<file path="src/rtl/video_scale_pkg.sv">
// rtl/video_scale_pkg.sv - shared types and constants for the scaler configuration controller
package video_scale_pkg;

    localparam logic [31:0] FIX_ONE = 32'h0001_0000;

    typedef logic [15:0] res_t;

    typedef enum logic [2:0] {
        ST_IDLE,
        ST_DIV_W,
        ST_DIV_H,
        ST_PEND,
        ST_ERR
    } state_e;

    // A 1:1 axis is exactly unity; any real reduction rounds the step up by one LSB.
    function automatic logic [31:0] axis_factor(input res_t vin, input res_t vout,
                                                input logic [31:0] quo);
        return (vin == vout) ? FIX_ONE : quo + 32'd1;
    endfunction

endpackage

</file>
<file path="src/rtl/video_scale_ctrl_if.sv">
// rtl/video_scale_ctrl_if.sv - resolution request handshake bundle
interface video_scale_ctrl_if;
    import video_scale_pkg::*;

    logic cfg_valid;
    logic cfg_ready;
    res_t cfg_vin_xres;
    res_t cfg_vin_yres;
    res_t cfg_vout_xres;
    res_t cfg_vout_yres;

    modport master (
        output cfg_valid, cfg_vin_xres, cfg_vin_yres, cfg_vout_xres, cfg_vout_yres,
        input  cfg_ready
    );

    modport slave (
        input  cfg_valid, cfg_vin_xres, cfg_vin_yres, cfg_vout_xres, cfg_vout_yres,
        output cfg_ready
    );

endinterface

</file>
<file path="src/rtl/video_scale_ctrl_div.sv">
// rtl/video_scale_ctrl_div.sv - 32/16 restoring serial divider, one quotient bit per cycle
module scale_div_serial (
    input  logic        vin_clk,
    input  logic        rst_n,
    input  logic        start,
    input  logic [31:0] dividend,
    input  logic [15:0] divisor,
    output logic [31:0] quotient,
    output logic        done
);

    logic [31:0] dvd_q, dvd_d;
    logic [31:0] quo_q, quo_d;
    logic [15:0] rem_q, rem_d;
    logic [15:0] dsr_q, dsr_d;
    logic [4:0]  cnt_q, cnt_d;
    logic        busy_q, busy_d;
    logic        done_q, done_d;

    logic [16:0] trial;
    logic [15:0] dsr_sel;
    logic [15:0] diff;
    logic        ge;
    logic [15:0] rem_next;

    // The start cycle already resolves quotient bit 31 so a back-to-back restart never collides with a finishing run.
    always_comb begin
        dsr_sel  = start ? divisor : dsr_q;
        trial    = start ? {16'h0, dividend[31]} : {rem_q, dvd_q[31]};
        ge       = (trial >= {1'b0, dsr_sel});
        diff     = trial[15:0] - dsr_sel;
        rem_next = ge ? diff : trial[15:0];

        dvd_d  = dvd_q;
        quo_d  = quo_q;
        rem_d  = rem_q;
        dsr_d  = dsr_q;
        cnt_d  = cnt_q;
        busy_d = busy_q;
        done_d = 1'b0;

        if (start) begin
            dvd_d  = {dividend[30:0], 1'b0};
            quo_d  = {31'h0, ge};
            rem_d  = rem_next;
            dsr_d  = divisor;
            cnt_d  = 5'd31;
            busy_d = 1'b1;
        end else if (busy_q) begin
            dvd_d = {dvd_q[30:0], 1'b0};
            quo_d = {quo_q[30:0], ge};
            rem_d = rem_next;
            cnt_d = cnt_q - 5'd1;
            if (cnt_q == 5'd1) begin
                busy_d = 1'b0;
                done_d = 1'b1;
            end
        end
    end

    // Divider state registers.
    always_ff @(posedge vin_clk or negedge rst_n) begin
        if (!rst_n) begin
            dvd_q  <= '0;
            quo_q  <= '0;
            rem_q  <= '0;
            dsr_q  <= '0;
            cnt_q  <= '0;
            busy_q <= 1'b0;
            done_q <= 1'b0;
        end else begin
            dvd_q  <= dvd_d;
            quo_q  <= quo_d;
            rem_q  <= rem_d;
            dsr_q  <= dsr_d;
            cnt_q  <= cnt_d;
            busy_q <= busy_d;
            done_q <= done_d;
        end
    end

    assign quotient = quo_q;
    assign done     = done_q;

endmodule

</file>
<file path="src/rtl/video_scale_ctrl.sv">
// rtl/video_scale_ctrl.sv - computes scaler step factors and commits them on frame sync
module video_scale_ctrl
    import video_scale_pkg::*;
#(
    parameter bit COMMIT_IMMEDIATE = 1'b0
) (
    input  logic                vin_clk,
    input  logic                rst_n,
    input  logic                frame_vs,
    video_scale_ctrl_if.slave   cfg,
    output logic [31:0]         scaler_width,
    output logic [31:0]         scaler_height,
    output logic                scale_en,
    output logic                cfg_busy,
    output logic                cfg_done,
    output logic                cfg_err
);

    state_e      state_q, state_d;
    res_t        vin_x_q, vin_x_d, vin_y_q, vin_y_d;
    res_t        vout_x_q, vout_x_d, vout_y_q, vout_y_d;
    logic [31:0] shadow_w_q, shadow_w_d, shadow_h_q, shadow_h_d;
    logic [31:0] width_q, width_d, height_q, height_d;
    logic        scale_en_q, scale_en_d;
    logic        cfg_done_q, cfg_done_d;
    logic        cfg_err_q, cfg_err_d;
    logic        frame_vs_q;

    logic        accept, req_bad, vs_rise;
    logic        div_start, div_done;
    logic [31:0] div_dividend, div_quotient;
    logic [15:0] div_divisor;

    assign accept  = cfg.cfg_valid && (state_q == ST_IDLE);
    assign req_bad = (cfg.cfg_vout_xres == 16'h0) || (cfg.cfg_vout_yres == 16'h0) ||
                     (cfg.cfg_vout_xres > cfg.cfg_vin_xres) ||
                     (cfg.cfg_vout_yres > cfg.cfg_vin_yres);
    assign vs_rise = frame_vs & ~frame_vs_q;

    // Horizontal division starts straight from the request; vertical starts as horizontal finishes.
    always_comb begin
        div_start = (accept && !req_bad) || ((state_q == ST_DIV_W) && div_done);
        if (state_q == ST_IDLE) begin
            div_dividend = {cfg.cfg_vin_xres, 16'h0};
            div_divisor  = cfg.cfg_vout_xres;
        end else begin
            div_dividend = {vin_y_q, 16'h0};
            div_divisor  = vout_y_q;
        end
    end

    scale_div_serial u_div (
        .vin_clk  (vin_clk),
        .rst_n    (rst_n),
        .start    (div_start),
        .dividend (div_dividend),
        .divisor  (div_divisor),
        .quotient (div_quotient),
        .done     (div_done)
    );

    // Request sequencing: validate, divide both axes, then hold in shadow until the commit point.
    always_comb begin
        state_d    = state_q;
        vin_x_d    = vin_x_q;
        vin_y_d    = vin_y_q;
        vout_x_d   = vout_x_q;
        vout_y_d   = vout_y_q;
        shadow_w_d = shadow_w_q;
        shadow_h_d = shadow_h_q;
        width_d    = width_q;
        height_d   = height_q;
        scale_en_d = scale_en_q;
        cfg_err_d  = cfg_err_q;
        cfg_done_d = 1'b0;

        case (state_q)
            ST_IDLE: begin
                if (accept) begin
                    vin_x_d  = cfg.cfg_vin_xres;
                    vin_y_d  = cfg.cfg_vin_yres;
                    vout_x_d = cfg.cfg_vout_xres;
                    vout_y_d = cfg.cfg_vout_yres;
                    if (req_bad) begin
                        state_d = ST_ERR;
                    end else begin
                        state_d   = ST_DIV_W;
                        cfg_err_d = 1'b0;
                    end
                end
            end
            ST_DIV_W: begin
                if (div_done) begin
                    shadow_w_d = axis_factor(vin_x_q, vout_x_q, div_quotient);
                    state_d    = ST_DIV_H;
                end
            end
            ST_DIV_H: begin
                if (div_done) begin
                    shadow_h_d = axis_factor(vin_y_q, vout_y_q, div_quotient);
                    state_d    = ST_PEND;
                end
            end
            ST_PEND: begin
                if (COMMIT_IMMEDIATE || vs_rise) begin
                    width_d    = shadow_w_q;
                    height_d   = shadow_h_q;
                    scale_en_d = 1'b1;
                    cfg_done_d = 1'b1;
                    state_d    = ST_IDLE;
                end
            end
            ST_ERR: begin
                cfg_err_d = 1'b1;
                state_d   = ST_IDLE;
            end
            default: state_d = ST_IDLE;
        endcase
    end

    // Controller registers; reset drops any active factors.
    always_ff @(posedge vin_clk or negedge rst_n) begin
        if (!rst_n) begin
            state_q    <= ST_IDLE;
            vin_x_q    <= '0;
            vin_y_q    <= '0;
            vout_x_q   <= '0;
            vout_y_q   <= '0;
            shadow_w_q <= '0;
            shadow_h_q <= '0;
            width_q    <= '0;
            height_q   <= '0;
            scale_en_q <= 1'b0;
            cfg_done_q <= 1'b0;
            cfg_err_q  <= 1'b0;
            frame_vs_q <= 1'b0;
        end else begin
            state_q    <= state_d;
            vin_x_q    <= vin_x_d;
            vin_y_q    <= vin_y_d;
            vout_x_q   <= vout_x_d;
            vout_y_q   <= vout_y_d;
            shadow_w_q <= shadow_w_d;
            shadow_h_q <= shadow_h_d;
            width_q    <= width_d;
            height_q   <= height_d;
            scale_en_q <= scale_en_d;
            cfg_done_q <= cfg_done_d;
            cfg_err_q  <= cfg_err_d;
            frame_vs_q <= frame_vs;
        end
    end

    assign cfg.cfg_ready  = (state_q == ST_IDLE);
    assign cfg_busy       = (state_q == ST_DIV_W) || (state_q == ST_DIV_H) || (state_q == ST_PEND);
    assign scaler_width   = width_q;
    assign scaler_height  = height_q;
    assign scale_en       = scale_en_q;
    assign cfg_done       = cfg_done_q;
    assign cfg_err        = cfg_err_q;

endmodule

</file>
<file path="src/flat_wrapper.sv">
// flat-port wrapper written by rule: the top's interface ports become plain ports
module video_scale_ctrl_flat import video_scale_pkg::*;
#(
    parameter bit COMMIT_IMMEDIATE = 1'b0
)
  (vin_clk, rst_n, frame_vs, scaler_width, scaler_height, scale_en, cfg_busy, cfg_done, cfg_err, cfg_cfg_valid, cfg_cfg_vin_xres, cfg_cfg_vin_yres, cfg_cfg_vout_xres, cfg_cfg_vout_yres, cfg_cfg_ready);
  video_scale_ctrl_if cfg_i ();
  input  logic vin_clk;
  input  logic rst_n;
  input  logic frame_vs;
  output logic [31:0] scaler_width;
  output logic [31:0] scaler_height;
  output logic scale_en;
  output logic cfg_busy;
  output logic cfg_done;
  output logic cfg_err;
  input wire logic [$bits(cfg_i.cfg_valid)-1:0] cfg_cfg_valid;
  input wire logic [$bits(cfg_i.cfg_vin_xres)-1:0] cfg_cfg_vin_xres;
  input wire logic [$bits(cfg_i.cfg_vin_yres)-1:0] cfg_cfg_vin_yres;
  input wire logic [$bits(cfg_i.cfg_vout_xres)-1:0] cfg_cfg_vout_xres;
  input wire logic [$bits(cfg_i.cfg_vout_yres)-1:0] cfg_cfg_vout_yres;
  output wire logic [$bits(cfg_i.cfg_ready)-1:0] cfg_cfg_ready;
  assign cfg_i.cfg_valid = cfg_cfg_valid;
  assign cfg_i.cfg_vin_xres = cfg_cfg_vin_xres;
  assign cfg_i.cfg_vin_yres = cfg_cfg_vin_yres;
  assign cfg_i.cfg_vout_xres = cfg_cfg_vout_xres;
  assign cfg_i.cfg_vout_yres = cfg_cfg_vout_yres;
  assign cfg_cfg_ready = cfg_i.cfg_ready;
  video_scale_ctrl #(.COMMIT_IMMEDIATE(COMMIT_IMMEDIATE)) u_core (.vin_clk(vin_clk), .rst_n(rst_n), .frame_vs(frame_vs), .cfg(cfg_i), .scaler_width(scaler_width), .scaler_height(scaler_height), .scale_en(scale_en), .cfg_busy(cfg_busy), .cfg_done(cfg_done), .cfg_err(cfg_err));
endmodule
</file>
<file path="config.mk">
export PLATFORM = sky130hd
export DESIGN_NAME = video_scale_ctrl_flat
export DESIGN_NICKNAME = d
export VERILOG_FILES = /design/src/rtl/video_scale_pkg.sv /design/src/rtl/video_scale_ctrl_if.sv /design/src/rtl/video_scale_ctrl_div.sv /design/src/rtl/video_scale_ctrl.sv /design/src/flat_wrapper.sv
export SDC_FILE = /design/constraint.sdc
export NUM_CORES = 1
export LEC_CHECK = 0
export CAP_MARGIN = 20
export CELL_PAD_IN_SITES_DETAIL_PLACEMENT = 0
export CELL_PAD_IN_SITES_GLOBAL_PLACEMENT = 2
export CORE_UTILIZATION = 33
export DETAILED_ROUTE_END_ITERATION = 12
export GPL_TIMING_DRIVEN = 1
export PLACE_DENSITY = 0.77
export SLEW_MARGIN = 10
export SYNTH_ARGS = -nofsm -noshare
export SYNTH_HDL_FRONTEND = slang
export SYNTH_SLANG_ARGS = --single-unit
export TNS_END_PERCENT = 20
</file>
<file path="constraint.sdc">
create_clock -name vin_clk -period 3.9 [get_ports vin_clk]
set_input_delay 0.78 -clock vin_clk [delete_from_list [all_inputs] [get_ports vin_clk]]
set_output_delay 0.78 -clock vin_clk [all_outputs]
set_load 0.01 [all_outputs]
</file>
==> impl_metrics.ini <==
[global_routing]
grt_use_met1_pct = 25.8
grt_pass1_vias = 12100
use_met3_pct = 2.93
grt_util_met2_pct = 33.0
antenna_found_initial = 1
grt_overflow = 0
grt_start_max_net_pins = 102
grt_pass1_wl_um = 67500
grt_usage_pct = 19.7
grt.busiest_layer = met2

[timing]
timing.hold.ws_ps = 273
finalSetupTns_ps = -6970
period_share_pct = 112
worst_pin_slew_ps = 1000
hold_violations = 0
finalSetupViolCount = 20
grt_setup_unrepaired = true
skew_ps = 17.0
fmax_ghz = 0.230
fin_crit_ps = 4350
fin_ws_ps = -449
maxSlewViolCount = 0
max_slew_margin_pct = 33.0

[synthesis]
synth_most_common_cell = nand2_1
synth_edf_count = 0
synth_nets = 1535
synth.distinct_cells = 66
synthFlopType = dfrtp_1
ys_seq_elements = 285
synth_area_leaders = dfrtp_1, nand2_1, mux2_2
syn_inst = 1415
yosysWarnings = 0
yosysTopAreaCell = dfrtp_1
syn_area_per_cell_sq_um = 9.88
yosys-top-cells-count = nand2_1, dfrtp_1, o21ai_0, mux2_2, nor2_1
synth.cell_area_sq_um = 14000
synth_top_area_share_pct = 51.0
ys_seq_area_share_pct = 51.0
synthArstFlopShare_pct = 100

[status]
violations = setup timing
outcome = finished, violations left

[critical_path]
rr_startpoint = u_core.state_q[1]$_DFFE_PN0P_
critPathSlowestCell = a211o_1
worstSetupStartpointType = primary input
critPathLaunch = cfg_cfg_vin_yres[10]
critPathKind = in -> reg
crit_arrival_ps = 4730
slowest_delay_ps = 320
path_cells = buf_6 -> inv_2 -> ha_4 -> nand4_1 -> buf_4 -> nor4_4 -> nor3_1 -> o31a_1 -> a211oi_4 -> buf_6 -> a21o_4 -> buf_12 -> buf_8 -> o21ai_4 -> ha_4 -> a211o_1 -> o221ai_2 -> o21bai_4 -> a21oi_4 -> buf_6 -> a21oi_4 -> o21ai_4 -> a32oi_1 -> o21ai_1
crit_fanout = 5
cpMostUsedCell = buf_6
endpoint_kind = flop
cp_data_required_time_ps = 4280

[routing]
detail_route.first_pass.iterations = 5
wl_um = 42500
drt_iter0_drc = 552
via_count = 11811
viasPerCell = 4.94
route.detailed.drc = 0
routedWlPerCell_um = 17.8
antenna_left = 0

[clock_network]
clkTransAtPathRegs_ps = 60
cts-root-buf = clkbuf_16
cts_sinks = 285
numCtsBuffers = 35
clock_path_buffers = 3
clk_latency_ps = 540
cts_tree = yes
htree_levels = 2

[placed_design]
dp_slack_ps = -1640
gp_congestion = 0.836
dp.cells = 2197
io_buffers = 136
dp_hpwl_um = 27500

[pwr]
powerDensity_nw_per_um2 = 743
vdd_ir_drop_max_mv = 0.390
p_leak_nw = 9.60

[floorplanning]
pin_count = 137
die_area_sq_um = 43200
core_area_sq_um = 41900
start_util_pct = 33.4
rows = 75
die_w_um = 208
die_h_um = 208

[layout]
syn2layout_area_growth_pct = 44.8
final_nets = 1948
final_cells = 2393
regArea_sq_um = 7130
fill_cells = 3852
multi_input_area_sq_um = 7110
drive_above_1_share_pct = 35.3

[job]
cap_violations = 0

[min_path]
hold_class = in -> async
## what timing repair did
| action | 4_1_cts | 5_1_grt |
|---|---|---|
| gates resized for setup | 341 | 103 |
| hold endpoints to repair | 0 | 0 |
| gates cloned | 1 | 1 |
| pin swaps | 77 | 47 |
| buffers inserted | 117 | 15 |
| hold buffers | 0 | 0 |
| endpoints found under the setup margin | 17 | 20 |
## kinds of logic (layout without fill, tap and decap cells)
kind of cell	count (synthesis)	after routing	share of synthesized area (%)
XOR/XNOR	77	77	4.83
other	0	1	0
buffers and inverters	136	572	4.30
AND/OR/NAND/NOR	513	513	16.4
flip-flops	285	285	51.0
adder cells (fa/ha/maj)	52	52	4.71
AO/OA/AOI/OAI	255	257	11.2
multiplexers	97	97	7.52
## layout by cell type (no fill, tap or decap), types with 9 or more instances in the layout
| cell type | netlist | routed |
|---|---|---|
| o21ai_0 | 106 | 96 |
| nand3_1 | 38 | 35 |
| a21oi_1 | 41 | 29 |
| a31oi_1 | 19 | 16 |
| and2_1 | 16 | 15 |
| inv_2 | 5 | 30 |
| mux2i_1 | 33 | 32 |
| clkdlybuf4s50_1 | 0 | 71 |
| nor2b_1 | 19 | 16 |
| and3_1 | 12 | 12 |
| buf_4 | 7 | 249 |
| mux2_2 | 64 | 64 |
| o21ai_1 | 13 | 11 |
| a21oi_2 | 2 | 10 |
| ha_4 | 0 | 38 |
| a211oi_1 | 16 | 14 |
| o21ai_2 | 7 | 17 |
| buf_2 | 13 | 30 |
| xor2_1 | 48 | 48 |
| clkbuf_2 | 0 | 9 |
| nor2_1 | 61 | 57 |
| ha_1 | 51 | 12 |
| nand2_1 | 297 | 296 |
| buf_12 | 0 | 9 |
| buf_6 | 6 | 69 |
| nand4_1 | 24 | 24 |
| dfrtp_1 | 285 | 284 |
| nor4_1 | 18 | 17 |
| inv_4 | 1 | 9 |
| xnor2_1 | 29 | 28 |
| inv_1 | 56 | 23 |
| clkbuf_16 | 0 | 36 |
## stage by stage
step | power (mW) | cell area (sq um) | utilization (%)
2_1_floorplan | 8.15 | 14200 | -
3_3_place_gp | 10.5 | 17300 | 41.3
3_5_place_dp | 10.6 | 17300 | 41.3
4_1_cts | 14.6 | 19800 | 47.4
5_1_grt | 16.1 | 20200 | 48.4
6_report | 15.0 | 20200 | 48.4
## critical path, delay by kind of cell
kind | cells | cell delay, ps
adder cells (fa/ha/maj) | 2 | 450
AO/OA/AOI/OAI | 12 | 2180
AND/OR/NAND/NOR | 3 | 410
buffers and inverters | 7 | 870
## power breakdown
part           switching, mW  internal [mW]
sequential             0.783           3.79
clock                   1.32           2.08
combinational           3.52           3.55
total                   5.62           9.41
## final cells by class
cell class	instances	share of cell area (%)
Clock buffer	48	4.97
Multi-Input combinational cell	996	35.1
Clock inverter	14	0.958
Inverter	62	1.26
Antenna cell	1	0.0124
Sequential cell	285	35.2
Tap cell	539	3.33
Timing Repair Buffer	448	19.1
## state kept, by name (all words and copies together), names as in the netlist, 3 cells and up
signal	flops
u_core.u_div.dvd_q	15
u_core.u_div.cnt_q	5
u_core.vin_x_q	16
u_core.vout_x_q	16
u_core.u_div.rem_q	16
u_core.vout_y_q	16
u_core.scaler_height	32
u_core.state_q	3
u_core.shadow_h_q	32
u_core.vin_y_q	16
u_core.scaler_width	32
u_core.u_div.quotient	32
u_core.u_div.dsr_q	16
u_core.shadow_w_q	32
## routing by layer
layer	part of all wire (%)	vias up	wire, um
li1	-	5689	-
met1	45	5796	19000
met2	48	243	20600
met3	4.0	83	1710
met4	2.9	0	1210
met5	0	-	0
## final timing paths
path	to	slack, ps	cells after the start
setup / recovery	u_core.u_div.rem_q[2]$_DFFE_PN0P_	-450	24
hold / removal	u_core.cfg_done$_DFF_PN0_	270	1
setup reg to reg	u_core.u_div.rem_q[2]$_DFFE_PN0P_	190	19
hold reg to reg	u_core.scale_en$_DFFE_PN0P_	470	1
max in group asynchronous	u_core.scaler_height[13]$_DFFE_PN0P_	2640	2
min in group vin_clk	u_core.vin_y_q[0]$_DFFE_PN0P_	470	3
Note: power is estimated with default switching activity, not from simulation.
